$ cat src/rtl/usb_nrzi_tx_if.sv
// Word handshake between the packet framer (master) and the USB line transmitter (slave).
interface usb_nrzi_tx_if #(
  parameter int DATA_W = 8
);
  logic [DATA_W-1:0] data_in;
  logic              data_valid;
  logic              data_last;
  logic              data_ready;

  modport master (output data_in, output data_valid, output data_last, input data_ready);
  modport slave  (input data_in, input data_valid, input data_last, output data_ready);
endinterface

$ cat src/rtl/usb_nrzi_tx.sv
// USB LS/FS line transmitter: SYNC, LSB-first NRZI with bit stuffing, configurable EOP.
//   state     | meaning
//   S_IDLE    | line J, waiting for the first word of a packet
//   S_SYNC    | driving the 8 SYNC bits (0000000 1)
//   S_DATA    | driving one data bit per cycle, reloading at word boundaries
//   S_STUFF   | inserted 0 after STUFF_LEN consecutive 1s
//   S_EOP_SE0 | EOP_SE0_CYC cycles of SE0
//   S_EOP_J   | final J of EOP
module usb_nrzi_tx #(
  parameter int DATA_W      = 8,
  parameter int STUFF_LEN   = 6,
  parameter int EOP_SE0_CYC = 2,
  parameter int SEND_SYNC   = 1
) (
  input  logic           clk,
  input  logic           rst_L,
  usb_nrzi_tx_if.slave   s_if,
  output logic           d_p,
  output logic           d_m,
  output logic           sending,
  output logic           underrun
);

  localparam int ONES_W = $clog2(STUFF_LEN + 1);
  localparam int BIT_W  = $clog2(DATA_W);
  localparam int EOP_W  = (EOP_SE0_CYC > 1) ? $clog2(EOP_SE0_CYC) : 1;
  localparam logic [ONES_W-1:0] ONES_TGT = ONES_W'(STUFF_LEN);
  localparam logic [BIT_W-1:0]  BIT_LAST = BIT_W'(DATA_W - 1);
  localparam logic [EOP_W-1:0]  EOP_LOAD = EOP_W'(EOP_SE0_CYC - 1);

  typedef enum logic [2:0] {S_IDLE, S_SYNC, S_DATA, S_STUFF, S_EOP_SE0, S_EOP_J} state_t;

  state_t              r_state, w_state_nxt;
  logic                r_lvl, w_lvl_nxt;
  logic [DATA_W-1:0]   r_shift, w_shift_nxt;
  logic                r_last, w_last_nxt;
  logic [ONES_W-1:0]   r_ones, w_ones_nxt;
  logic [BIT_W-1:0]    r_bit_cnt, w_bit_cnt_nxt;
  logic [2:0]          r_sync_cnt, w_sync_cnt_nxt;
  logic [EOP_W-1:0]    r_eop_cnt, w_eop_cnt_nxt;
  logic                r_to_eop, w_to_eop_nxt;

  logic                w_bit, w_nrzi, w_boundary, w_accept, w_stuff_due;
  logic [ONES_W-1:0]   w_ones_inc;

  always_comb begin
    case (r_state)
      S_SYNC:  w_bit = (r_sync_cnt == 3'd7);
      S_DATA:  w_bit = r_shift[0];
      default: w_bit = 1'b1;
    endcase
  end

  // r_lvl = 1 means J; a 0 bit toggles the line, a 1 bit holds it
  assign w_nrzi      = w_bit ? r_lvl : ~r_lvl;
  assign w_boundary  = (r_state == S_DATA) && (r_bit_cnt == BIT_LAST);
  assign w_ones_inc  = r_ones + 1'b1;
  assign w_stuff_due = w_bit && (w_ones_inc == ONES_TGT);

  assign s_if.data_ready = (r_state == S_IDLE) || (w_boundary && !r_last);
  assign w_accept        = s_if.data_valid && s_if.data_ready;
  assign underrun        = w_boundary && !r_last && !s_if.data_valid;
  assign sending         = (r_state != S_IDLE);

  always_comb begin
    d_p = 1'b1;
    d_m = 1'b0;
    case (r_state)
      S_SYNC, S_DATA: begin d_p = w_nrzi; d_m = ~w_nrzi; end
      S_STUFF:        begin d_p = ~r_lvl; d_m = r_lvl;   end
      S_EOP_SE0:      begin d_p = 1'b0;   d_m = 1'b0;    end
      default:        begin d_p = 1'b1;   d_m = 1'b0;    end
    endcase
  end

  always_comb begin
    w_state_nxt    = r_state;
    w_lvl_nxt      = r_lvl;
    w_shift_nxt    = r_shift;
    w_last_nxt     = r_last;
    w_ones_nxt     = r_ones;
    w_bit_cnt_nxt  = r_bit_cnt;
    w_sync_cnt_nxt = r_sync_cnt;
    w_to_eop_nxt   = r_to_eop;
    w_eop_cnt_nxt  = EOP_LOAD;
    case (r_state)
      S_IDLE: begin
        w_lvl_nxt = 1'b1;
        if (w_accept) begin
          w_shift_nxt    = s_if.data_in;
          w_last_nxt     = s_if.data_last;
          w_ones_nxt     = '0;
          w_bit_cnt_nxt  = '0;
          w_sync_cnt_nxt = '0;
          w_to_eop_nxt   = 1'b0;
          w_state_nxt    = (SEND_SYNC != 0) ? S_SYNC : S_DATA;
        end
      end
      S_SYNC: begin
        w_lvl_nxt      = w_nrzi;
        w_ones_nxt     = w_bit ? w_ones_inc : '0;
        w_sync_cnt_nxt = r_sync_cnt + 3'd1;
        if (w_stuff_due)               w_state_nxt = S_STUFF;
        else if (r_sync_cnt == 3'd7)   w_state_nxt = S_DATA;
      end
      S_DATA: begin
        w_lvl_nxt     = w_nrzi;
        w_ones_nxt    = w_bit ? w_ones_inc : '0;
        w_shift_nxt   = {1'b0, r_shift[DATA_W-1:1]};
        w_bit_cnt_nxt = r_bit_cnt + 1'b1;
        if (w_boundary) begin
          w_bit_cnt_nxt = '0;
          if (w_accept) begin
            w_shift_nxt  = s_if.data_in;
            w_last_nxt   = s_if.data_last;
            w_to_eop_nxt = 1'b0;
            w_state_nxt  = w_stuff_due ? S_STUFF : S_DATA;
          end else begin
            // last word done or underrun: a pending stuff still goes out before EOP
            w_to_eop_nxt = 1'b1;
            w_state_nxt  = w_stuff_due ? S_STUFF : S_EOP_SE0;
          end
        end else if (w_stuff_due) begin
          w_state_nxt = S_STUFF;
        end
      end
      S_STUFF: begin
        w_lvl_nxt   = ~r_lvl;
        w_ones_nxt  = '0;
        w_state_nxt = r_to_eop ? S_EOP_SE0 : S_DATA;
      end
      S_EOP_SE0: begin
        w_eop_cnt_nxt = r_eop_cnt - 1'b1;
        if (r_eop_cnt == '0) w_state_nxt = S_EOP_J;
      end
      S_EOP_J: begin
        w_lvl_nxt   = 1'b1;
        w_state_nxt = S_IDLE;
      end
      default: begin
        w_lvl_nxt   = 1'b1;
        w_state_nxt = S_IDLE;
      end
    endcase
  end

  always_ff @(posedge clk or negedge rst_L) begin
    if (!rst_L) begin
      r_state    <= S_IDLE;
      r_lvl      <= 1'b1;
      r_shift    <= '0;
      r_last     <= 1'b0;
      r_ones     <= '0;
      r_bit_cnt  <= '0;
      r_sync_cnt <= '0;
      r_eop_cnt  <= EOP_LOAD;
      r_to_eop   <= 1'b0;
    end else begin
      r_state    <= w_state_nxt;
      r_lvl      <= w_lvl_nxt;
      r_shift    <= w_shift_nxt;
      r_last     <= w_last_nxt;
      r_ones     <= w_ones_nxt;
      r_bit_cnt  <= w_bit_cnt_nxt;
      r_sync_cnt <= w_sync_cnt_nxt;
      r_eop_cnt  <= w_eop_cnt_nxt;
      r_to_eop   <= w_to_eop_nxt;
    end
  end

endmodule

$ cat src/flat_wrapper.sv
// flat-port wrapper written by rule: the top's interface ports become plain ports
module usb_nrzi_tx_flat 
#(
  parameter int DATA_W      = 8,
  parameter int STUFF_LEN   = 6,
  parameter int EOP_SE0_CYC = 2,
  parameter int SEND_SYNC   = 1
)
  (clk, rst_L, d_p, d_m, sending, underrun, s_if_data_in, s_if_data_valid, s_if_data_last, s_if_data_ready);
  usb_nrzi_tx_if #(.DATA_W(DATA_W)) s_if_i ();
  input  logic clk;
  input  logic rst_L;
  output logic d_p;
  output logic d_m;
  output logic sending;
  output logic underrun;
  input wire logic [$bits(s_if_i.data_in)-1:0] s_if_data_in;
  input wire logic [$bits(s_if_i.data_valid)-1:0] s_if_data_valid;
  input wire logic [$bits(s_if_i.data_last)-1:0] s_if_data_last;
  output wire logic [$bits(s_if_i.data_ready)-1:0] s_if_data_ready;
  assign s_if_i.data_in = s_if_data_in;
  assign s_if_i.data_valid = s_if_data_valid;
  assign s_if_i.data_last = s_if_data_last;
  assign s_if_data_ready = s_if_i.data_ready;
  usb_nrzi_tx #(.DATA_W(DATA_W), .STUFF_LEN(STUFF_LEN), .EOP_SE0_CYC(EOP_SE0_CYC), .SEND_SYNC(SEND_SYNC)) u_core (.clk(clk), .rst_L(rst_L), .s_if(s_if_i), .d_p(d_p), .d_m(d_m), .sending(sending), .underrun(underrun));
endmodule
$ cat config.mk
export PLATFORM = sky130hd
export DESIGN_NAME = usb_nrzi_tx_flat
export DESIGN_NICKNAME = d
export VERILOG_FILES = /design/src/rtl/usb_nrzi_tx_if.sv /design/src/rtl/usb_nrzi_tx.sv /design/src/flat_wrapper.sv
export SDC_FILE = /design/constraint.sdc
export NUM_CORES = 1
export LEC_CHECK = 0
export ABC_AREA = 1
export CORE_ASPECT_RATIO = 1.5
export CORE_UTILIZATION = 55
export CTS_CLUSTER_SIZE = 25
export DETAILED_ROUTE_END_ITERATION = 10
export PLACE_DENSITY = 0.79
export REMOVE_ABC_BUFFERS = 1
export SLEW_MARGIN = 10
export SYNTH_ARGS = -nofsm -noshare
export SYNTH_HDL_FRONTEND = slang
export SYNTH_SLANG_ARGS = --single-unit
$ cat constraint.sdc
create_clock -name clk -period 1.8 [get_ports clk]
set_input_delay 0.36 -clock clk [delete_from_list [all_inputs] [get_ports clk]]
set_output_delay 0.36 -clock clk [all_outputs]
set_load 0.05 [all_outputs]
==> metrics.cfg <==
[place]
place_congestion=0.954
portBuffers=16
pre_cts_ws_ns=-0.193
placed_cell_area_sq_um=1740
dp_hpwl_um=2360

[final_layout]
area_growth_pct=35.8
num_antenna_cells=0
fin_area_sq_um=1960
nets=222
nFillCells=158
layout-drive-gt1-share=0.404

[run]
maxCapViolations=0

[floorplanning]
die-area_sq_um=2840
die_h_um=64.8
io_pins=17
start_util=0.584
die-width_um=43.9
fp-row-count=22
core_sq_um=2480

[synth]
synth.distinct_cells=31
ys.flop_type=dfrtp_1
synth_most_common_cell=nand2_1
syn_area_per_cell_sq_um=9.10
synth_top_area_share=0.381
yosysWarnings=0
syn_inst=159
post-synth-top-area-cell=dfrtp_1
async_flop_share=1.00
netlist_top_cells_count=nand2_1 (34), inv_1 (23), dfrtp_1 (22), nor2_1 (10), nand2_2 (9)
synthTopCellsByArea=dfrtp_1 (38%), nand2_1 (8.8%), inv_1 (6.0%)
ys_seq_area_frac=0.417
synth-edff-count=0
postSynthRegisterBits=24
synth_area_sq_um=1450

[critical_path]
cp_max_fo=3
cp-start-kind=flop
setup.worst_path.end_class=output pin
critPathRequiredTime_ns=1.44
crit_arrival_ns=1.87
crit_type=flop to output pin

[routing]
routed_via_density=5.54
ant_nets=0
routedWlPerCell_um=14.9
remaining_drc_errors=1
vias=1257
drt_iter0_drc=36
firstDrtPassIters=7
finalWirelength_um=3380

[power]
clkPwrFrac=0.074
power.share.sequential=0.235
p_comb_frac=0.691
pwr_density_cell_nw_per_um2=2030
p_int_mw=2.16
p_leak_nw=0.998
p_sw_mw=1.82
sw_frac_of_total=0.456
ir_drop_uv=1210

[outcome]
status=finished with violations
violations=DRC, setup timing

[clock_network]
clk_path_buf_depth=2
cts.sinks=24
cts_root_buffer=clkbuf_4
cts_buffers=3
cts_hold_buffers=0
clkLatencyLatePin_ns=0.32
htreeDepth=1
cts_tree=yes
path_clk_slew_ns=0.13

[global_routing]
grt_pass1_wl_um=5740
gr-total-overflow=0
grt_util_all_layers=0.273
grt_pass1_vias=1292
antenna_found_initial=0
grt_max_degree=25

[sta]
finalCritPeriodShare=1.24
max_freq_mhz=449
hold_violations=0
fin_ws_ns=-0.426
min_period_ns=2.23
rsz0062_at_grt=true
finalSetupViolations=4
maxSlewHeadroom=0.781
clock_skew_ns=0.00139
tightest_slew_ns=0.325
slew_violations=0

[hold_path]
hp-class=input pin to async pin

cells by family (layout without fill, tap and decap cells):
group | after synthesis | after routing | synth area share
AND/OR/NAND/NOR | 73 | 73 | 0.277
multiplexers | 2 | 2 | 0.0138
flip-flops | 24 | 24 | 0.417
XOR/XNOR | 2 | 2 | 0.0173
buffers and inverters | 30 | 74 | 0.0960
adder cells (fa/ha/maj) | 6 | 6 | 0.0519
AO/OA/AOI/OAI | 22 | 22 | 0.127
sequential cells by signal, summed over array words and instances (netlist names):
| signal | flops |
|---|---|
| u_core.r_eop_cnt | 1 |
| u_core.r_shift | 8 |
| u_core.r_ones | 3 |
| u_core.r_lvl | 1 |
| u_core.r_to_eop | 1 |
| u_core.r_sync_cnt | 3 |
| u_core.r_bit_cnt | 3 |
| u_core.r_last | 1 |
| u_core.r_state | 3 |
worst paths after layout:
path,start,to,slack (ns),cells past startpoint
worst max-delay path,u_core.r_sync_cnt[1],d_m,-0.43,8
worst max register to register,u_core.r_state[1],u_core.r_shift[7],0.11,10
worst min register to register,u_core.r_shift[5],u_core.r_shift[5],0.52,2
min in group clk,u_core.r_shift[5],u_core.r_shift[5],0.52,2
worst min-delay path,rst_L,u_core.r_ones[0],0.37,2
max in group asynchronous,rst_L,u_core.r_lvl,1.13,2
routing by layer:
layer | vias up | GRT usage | wire length (um)
li1 | 599 | - | -
met1 | 609 | 0.292 | 1230
met2 | 38 | 0.524 | 1950
met3 | 11 | 0.0195 | 107
met4 | 0 | 0.114 | 89
met5 | - | 0 | 0
power groups by stage:
stage / Combinational [mW] / Sequential, mW / Clock [mW]
6_report: 2.75 / 0.936 / 0.294
5_1_grt: 2.99 / 0.955 / 0.318
4_1_cts: 2.64 / 0.934 / 0.300
3_5_place_dp: 2.32 / 0.943 / 0
3_3_place_gp: 2.23 / 0.923 / 0
2_1_floorplan: 1.47 / 0.909 / 0
stage by stage:
step	util	std cells	total power, mW	setup TNS, ns	hold slack [ns]
after floorplan	-	157	2.38	-0.780	0.0644
after global placement	0.703	210	3.15	-0.138	0.483
after detailed placement	0.703	210	3.26	-0.345	0.485
after CTS	0.782	225	3.87	-0.894	0.383
after global routing	0.793	227	4.26	-1.12	0.387
final	0.793	227	3.98	-0.834	0.374
timing repair:
item,CTS,global route
setup buffers,11,2
hold endpoints to repair,0,0
pin swaps,9,7
endpoints found under the setup margin,5,12
gates resized for setup,18,3
final cells by class:
class | instances | area (sq um) | area share
timing repair buffer | 42 | 412 | 0.210
clock buffer | 4 | 36.3 | 0.0185
inverter | 28 | 108 | 0.0548
tap | 24 | 30.0 | 0.0153
multi-input combinational | 105 | 774 | 0.394
sequential | 24 | 604 | 0.308
critical path, cell delays in order (launching register included):
cell	delay, ns
dfrtp_1	0.41
ha_2	0.21
ha_4	0.17
nand3_4	0.08
nand3_4	0.08
xor2_2	0.15
o21ai_2	0.17
buf_4	0.15
buf_12	0.12
cells in the final DEF (no fill, tap or decap), drive strengths merged:
master / synthesis / routed
nand2: 47 / 47
buf: 2 / 31
inv: 28 / 28
dfrtp: 22 / 22
nor2: 12 / 12
clkdlybuf4s50: 0 / 11
nand3: 11 / 11
o21ai: 8 / 8
o211ai: 6 / 6
ha: 6 / 6
clkbuf: 0 / 4
a22o: 3 / 3
mux2i: 2 / 2
o22ai: 2 / 2
or2: 2 / 2
dfstp: 2 / 2
a21oi: 2 / 2
xor2: 1 / 1
nand4: 1 / 1
xnor2: 1 / 1
a31oi: 1 / 1
(Power assumes the default switching activity.)
==> RTL edit 1, RTL diff (same settings) <==
Encoding of `state_t`: now one-hot (6 bits for 6 states).
--- a/src/rtl/usb_nrzi_tx.sv
+++ b/src/rtl/usb_nrzi_tx.sv
@@ -30,3 +30,3 @@
 
-  typedef enum logic [2:0] {S_IDLE, S_SYNC, S_DATA, S_STUFF, S_EOP_SE0, S_EOP_J} state_t;
+  typedef enum logic [5:0] {S_IDLE = 6'b000001, S_SYNC = 6'b000010, S_DATA = 6'b000100, S_STUFF = 6'b001000, S_EOP_SE0 = 6'b010000, S_EOP_J = 6'b100000} state_t;
 
Formal check against the unedited RTL: same outputs for any inputs over 10 cycles, from zero or initial values and one cycle with rst_L low; not proved beyond that.
==> RTL edit 1 against the original RTL <==
The run ends with negative setup slack left. Total power decreased by 16%. Final area up 18%. Area after synthesis rose by 5.5%. Sequential cell count rose by 3. Combinational power decreased by 25%. Routed wire length is 26% higher. First-iteration DRC count grew 17%. Worst setup slack got worse by 0.0037 ns. Fmax shrank 0.17%. Critical path type unchanged.
==> RTL edit 1: results (changes against the original RTL) <==
- The run finished, with violations left.
- The checks that failed: negative setup slack.
- The via count normalized by instance count came to 5.41 (-2.4%).
- The count of endpoints failing setup in the final report came to 10 (+6).
- The final weighted congestion in routability-driven placement is 0.889 (-6.8%).
- The placement-stage cell area is 1880 um2 (+7.8%).
- In the synthesized netlist, the cells that appear most often are sky130_fd_sc_hd__nand2_1 (46), sky130_fd_sc_hd__dfrtp_1 (24), sky130_fd_sc_hd__inv_1 (23).
- The maximum vdd drop is 1870 uV (+55%).
- The detailed placement HPWL came to 2490 um (+5.2%).
- The root buffer cell chosen for the clock tree is sky130_fd_sc_hd__clkbuf_8.
- The insertion delay of the later-clocked pin in the worst-skew pair is 0.27 ns (-0.05 ns).
- The global-route total usage across every layer is 27.6% (+0.35 points).
- The leakage component of the power was 1.15 nW (+15%).
- The final worst clock skew came to 0.00161 ns (+0.000217 ns).
- In the post-synthesis netlist, the biggest area contributors are sky130_fd_sc_hd__dfrtp_1 (39%), sky130_fd_sc_hd__nand2_1 (11%), sky130_fd_sc_hd__inv_1 (5.7%).
- The longest individual stage delay on the worst path came to 0.45 ns (+0.04 ns).
- The proportion of power drawn by the clock network is 10.4% (+3.0 points).
- The worst reg-to-reg path cell count is 13 (+3).
- The multiplexer share of the synthesized area is 0% (-1.4 points).
- The largest buffer count on any clock path is 2 (unchanged).
- In this run the critical register-to-register path is captured at u_core.r_state[2].
- The first-pass GRT wire length was 6040 um (+5.2%).
- In the final layout, the registers with the most flip-flops are u_core.r_shift x8, u_core.r_state x6.
- The critical path starts at u_core.r_state[4].
- The part of the total power dissipated in sequential elements is 28.4% (+4.9 points).
- The number of different library cells in the post-synthesis netlist is 28 (-9.7%).
- The internal power summed over all cells is 1.89 mW (-13%).
- The pin count of the biggest net entering global routing is 28 (+12%).
- The violation count after the first detailed-route iteration is 42 (+17%).
- The dominant register cell in the synthesized netlist is sky130_fd_sc_hd__dfrtp_1.
- The via count of the first global-routing pass is 1453 (+12%).
- The final net count is 260 (+17%).
- The layout filler cell count was 130 (-18%).
- The register area share after synthesis was 44.5% (+2.8 points).
- The hold violation count in the final report is 0 (unchanged).
- The sum of routed wire length over all layers is 4270 um (+26%).
- The share of synthesized cell area in full adder, half adder and majority cells is 4.92% (-0.27 points).
- The fraction of layout instances using a drive strength above 1 is 41.5% (+1.1 points).
- The count of TritonRoute iterations in the first routing pass is 4 (-3).
- The worst slew margin relative to its limit was 75.7% (-2.4 points).
- The final worst setup slack is -0.429 ns (-0.00374 ns).
- The peak fanout along the critical path is 5 (+2).
- The synthesized-area fraction occupied by ao, oa, aoi and oai cells is 5.90% (-6.8 points).
- The minimum setup slack after placement is -0.272 ns (-0.0789 ns).
- The clock transition at the registers of the reported paths is 0.09 ns (-0.04 ns).
- The parity-gate share of the synthesized area counting xor and xnor cells is 0.574% (-1.2 points).
[RTL edit 1: critical path, delay by kind of cell (launching register included)]
family | cells | cell delay [ns]
buffers and inverters | 2 | 0.26
DFF | 1 | 0.45
and+or+nand+nor | 7 | 0.88
[RTL edit 1: what timing repair did]
item                                    in CTS  in global routing
pin swaps                                   10                 19
setup buffers                               15                 11
gates resized for setup                     24                 37
endpoints found under the setup margin       5                 20
cloned                                       0                  1
[RTL edit 1: logic make-up after synthesis]
| group | after synthesis |
|---|---|
| AO/OA/AOI/OAI | 14 |
| XOR/XNOR | 1 |
| adder cells (fa/ha/maj) | 6 |
| buffers and inverters | 28 |
| flip-flops | 27 |
| AND/OR/NAND/NOR | 107 |
[RTL edit 1: layout make-up]
cell class / count / area share (%)
Multi-Input combinational cell: 128 / 38.5
Clock buffer: 3 / 1.78
Clock inverter: 1 / 0.216
Tap cell: 37 / 2.00
Inverter: 26 / 4.43
Sequential cell: 27 / 29.4
Timing Repair inverter: 1 / 0.324
Timing Repair Buffer: 55 / 23.4
[RTL edit 1: metrics by stage]
step           setup TNS (ns)  util (%)  power, mW  hold WS (ns)  cells
3_5_place_dp           -0.502      70.9       2.37         0.460    252
2_1_floorplan           -2.92         -       1.81        0.0644    181
6_report                -1.61      87.4       3.35         0.454    278
3_3_place_gp           -0.379      70.9       2.30         0.457    252
4_1_cts                 -2.69      80.2       2.86         0.468    271
5_1_grt                 -2.70      87.4       3.52         0.492    278
[RTL edit 1: layer usage]
metal  vias to the layer above  track usage [%]  share of wire [%]
met5                         -                0                  0
met2                        55             51.6                 57
met4                         0             13.3                3.6
li1                        704                -                  -
met3                        18             2.17                3.1
met1                       726             29.7                 36
==> RTL edit 2, RTL diff (same settings) <==
Made on the original files. `EOP_SE0_CYC` is set to 2 in 2 places; all go to 4.
--- a/src/rtl/usb_nrzi_tx.sv
+++ b/src/rtl/usb_nrzi_tx.sv
@@ -11,3 +11,3 @@
   parameter int STUFF_LEN   = 6,
-  parameter int EOP_SE0_CYC = 2,
+  parameter int EOP_SE0_CYC = 4,
   parameter int SEND_SYNC   = 1
--- a/src/flat_wrapper.sv
+++ b/src/flat_wrapper.sv
@@ -5,3 +5,3 @@
   parameter int STUFF_LEN   = 6,
-  parameter int EOP_SE0_CYC = 2,
+  parameter int EOP_SE0_CYC = 4,
   parameter int SEND_SYNC   = 1
Function: no difference found for any inputs over 10 cycles, from zero or initial values and one cycle with rst_L low; that may be too few to reach the edited logic, so the function may still have changed.
==> RTL edit 2 against the original RTL <==
The run ends with negative setup slack left. Area after synthesis is the same. Clock skew grew 0.0073 ns. Final area grew 0.57%. Worst setup slack lost 0.014 ns. Routed wire length shrank 3.3%. Fmax shrank 0.63%. Sequential cell count grew 1. Synthesized cell count grew 0.63%. Total power shrank 6.1%. First-iteration DRC count grew 17%.
==> RTL edit 2: results (changes against the original RTL) <==
- The number of different library cells in the post-synthesis netlist was 30 (-3.2%).
- The placement-stage cell area is 1790 um2 (+2.8%).
- The register area share after synthesis is 43.5% (+1.8 points).
- The first-pass GRT wire length is 5300 um (-7.7%).
- The count of input and output buffers is 16 (unchanged).
- The fraction of layout instances using a drive strength above 1 was 39.4% (-0.99 points).
- The insertion delay of the later-clocked pin in the worst-skew pair is 0.34 ns (+0.02 ns).
- The leakage component of the power was 0.963 nW (-3.5%).
- The final worst setup slack is -0.440 ns (-0.0142 ns).
- The detailed placement HPWL came to 2370 um (+0.14%).
- The data arrival time of the critical path is 1.88 ns.
- The sum of routed wire length over all layers was 3270 um (-3.3%).
- The count of synthesis-stage warnings from yosys is 0 (unchanged).
- The largest buffer count on any clock path was 2 (unchanged).
- The peak fanout along the critical path is 2 (-1).
- The clock transition at the registers of the reported paths is 0.15 ns (+0.02 ns).
- The pin count of the biggest net entering global routing is 26 (+4.0%).
- The slew at the pin closest to its max-slew limit is 0.364 ns (+0.0389 ns).
- The total number of H-tree levels was 1 (unchanged).
- The share of synthesized flip-flops with an asynchronous set or reset is 100% (unchanged).
- The final weighted congestion in routability-driven placement was 0.881 (-7.6%).
- The via count normalized by instance count is 5.54 (about the same).
- The minimum setup slack after placement is -0.211 ns (-0.0174 ns).
- The hold violation count in the final report was 0 (unchanged).
- In the synthesized netlist, the cells that appear most often are sky130_fd_sc_hd__nand2_1 (31), sky130_fd_sc_hd__dfrtp_1 (22), sky130_fd_sc_hd__inv_1 (19).
- The count of TritonRoute iterations in the first routing pass is 4 (-3).
- The per-instance average area after synthesis came to 9.04 um2 (-0.63%).
- The remaining global-route overflow came to 0 (unchanged).
- Clock tree synthesis selected as its root buffer the cell sky130_fd_sc_hd__clkbuf_4.
- The flow ran to the end, but the final reports show violations.
- The violation count after the first detailed-route iteration is 42 (+17%).
- The number of flip-flops in the largest register came to 8 (unchanged).
- The initial antenna violation count was 0 (unchanged).
- The count of endpoints failing setup in the final report was 3 (-1).
- The final reports fail on negative setup slack.
- The most flop-heavy register is u_core.r_shift.
- The final worst clock skew is 0.00868 ns (+0.00728 ns).
- By area the synthesized netlist is led by sky130_fd_sc_hd__dfrtp_1 (38%), sky130_fd_sc_hd__nand2_1 (8.0%), sky130_fd_sc_hd__ha_1 (6.1%).
- The placed instance count came to 215 (+2.4%).
- The clock buffer count from CTS is 3 (unchanged).
- The count of inserted antenna diode cells is 0 (unchanged).
- The maximum vdd drop is 1140 uV (-5.8%).
- The final routed wire length divided by cell count came to 14.4 um (-3.3%).
- The tightest min-delay check is of the in2async type.
- The global-route total usage across every layer was 25.5% (-1.7 points).
## RTL edit 2: critical path: stages (launching register included)
cell,delay (ns)
sky130_fd_sc_hd__dfrtp_1,0.43
sky130_fd_sc_hd__ha_2,0.21
sky130_fd_sc_hd__ha_4,0.17
sky130_fd_sc_hd__nand3_4,0.06
sky130_fd_sc_hd__nand3_4,0.06
sky130_fd_sc_hd__or2_1,0.22
sky130_fd_sc_hd__nand3_2,0.06
sky130_fd_sc_hd__nand2_2,0.07
sky130_fd_sc_hd__buf_6,0.12
sky130_fd_sc_hd__buf_8,0.14
## RTL edit 2: final cells by class
| class | count | area, um2 |
|---|---|---|
| Multi-Input combinational cell | 108 | 796 |
| Inverter | 26 | 100 |
| Clock inverter | 1 | 7.51 |
| Clock buffer | 3 | 22.5 |
| Tap cell | 24 | 30.0 |
| Sequential cell | 25 | 631 |
| Timing Repair Buffer | 40 | 389 |
| Fill cell | 161 | 502 |
## RTL edit 2: path summary, 6_finish.rpt
check	start	end	slack, ns	depth (start not counted)
worst max-delay path	u_core.r_sync_cnt[0]	d_m	-0.44	9
worst min-delay path	rst_L	u_core.r_sync_cnt[0]	0.37	2
worst max register to register	u_core.r_bit_cnt[0]	u_core.r_state[1]	0.12	11
worst min register to register	u_core.r_eop_cnt[0]	u_core.r_eop_cnt[0]	0.48	1
max in group asynchronous	rst_L	u_core.r_eop_cnt[0]	1.15	2
min in group clk	u_core.r_eop_cnt[0]	u_core.r_eop_cnt[0]	0.48	1
## RTL edit 2: power by group
part / total [mW] / switching (mW) / leakage (nW) / internal [mW]
combinational: 2.53 / 1.40 / 0.638 / 1.13
clock: 0.271 / 0.186 / 0.0139 / 0.0853
sequential: 0.933 / 0.149 / 0.311 / 0.784
total: 3.73 / 1.74 / 0.963 / 2.00
## RTL edit 2: metal layers
layer	GRT usage, %	wire, um
met4	19.7	206
met3	3.06	74
met2	46.1	1740
met5	0	0
met1	25.0	1250
## RTL edit 2: kinds of logic after synthesis
kind of cell | count (synthesis) | synth area share [%]
buffers and inverters | 27 | 7.27
adder cells (fa/ha/maj) | 7 | 6.06
AND/OR/NAND/NOR | 70 | 27.6
multiplexers | 2 | 1.38
XOR/XNOR | 1 | 0.606
flip-flops | 25 | 43.5
AO/OA/AOI/OAI | 28 | 13.6
## RTL edit 2: through the flow
stage	setup TNS [ns]	hold WS (ns)	power, mW
global route	-1.12	0.395	3.97
CTS	-0.996	0.382	3.62
floorplan	-0.704	0.0644	2.29
global placement	-0.294	0.437	3.05
detailed placement	-0.389	0.447	3.13
finish	-0.869	0.367	3.73
## RTL edit 2: what timing repair did
item	in CTS	in global routing
pin swaps	8	11
hold buffers	0	0
buffers inserted	2	6
setup endpoints to repair	4	4
gates resized for setup	18	3
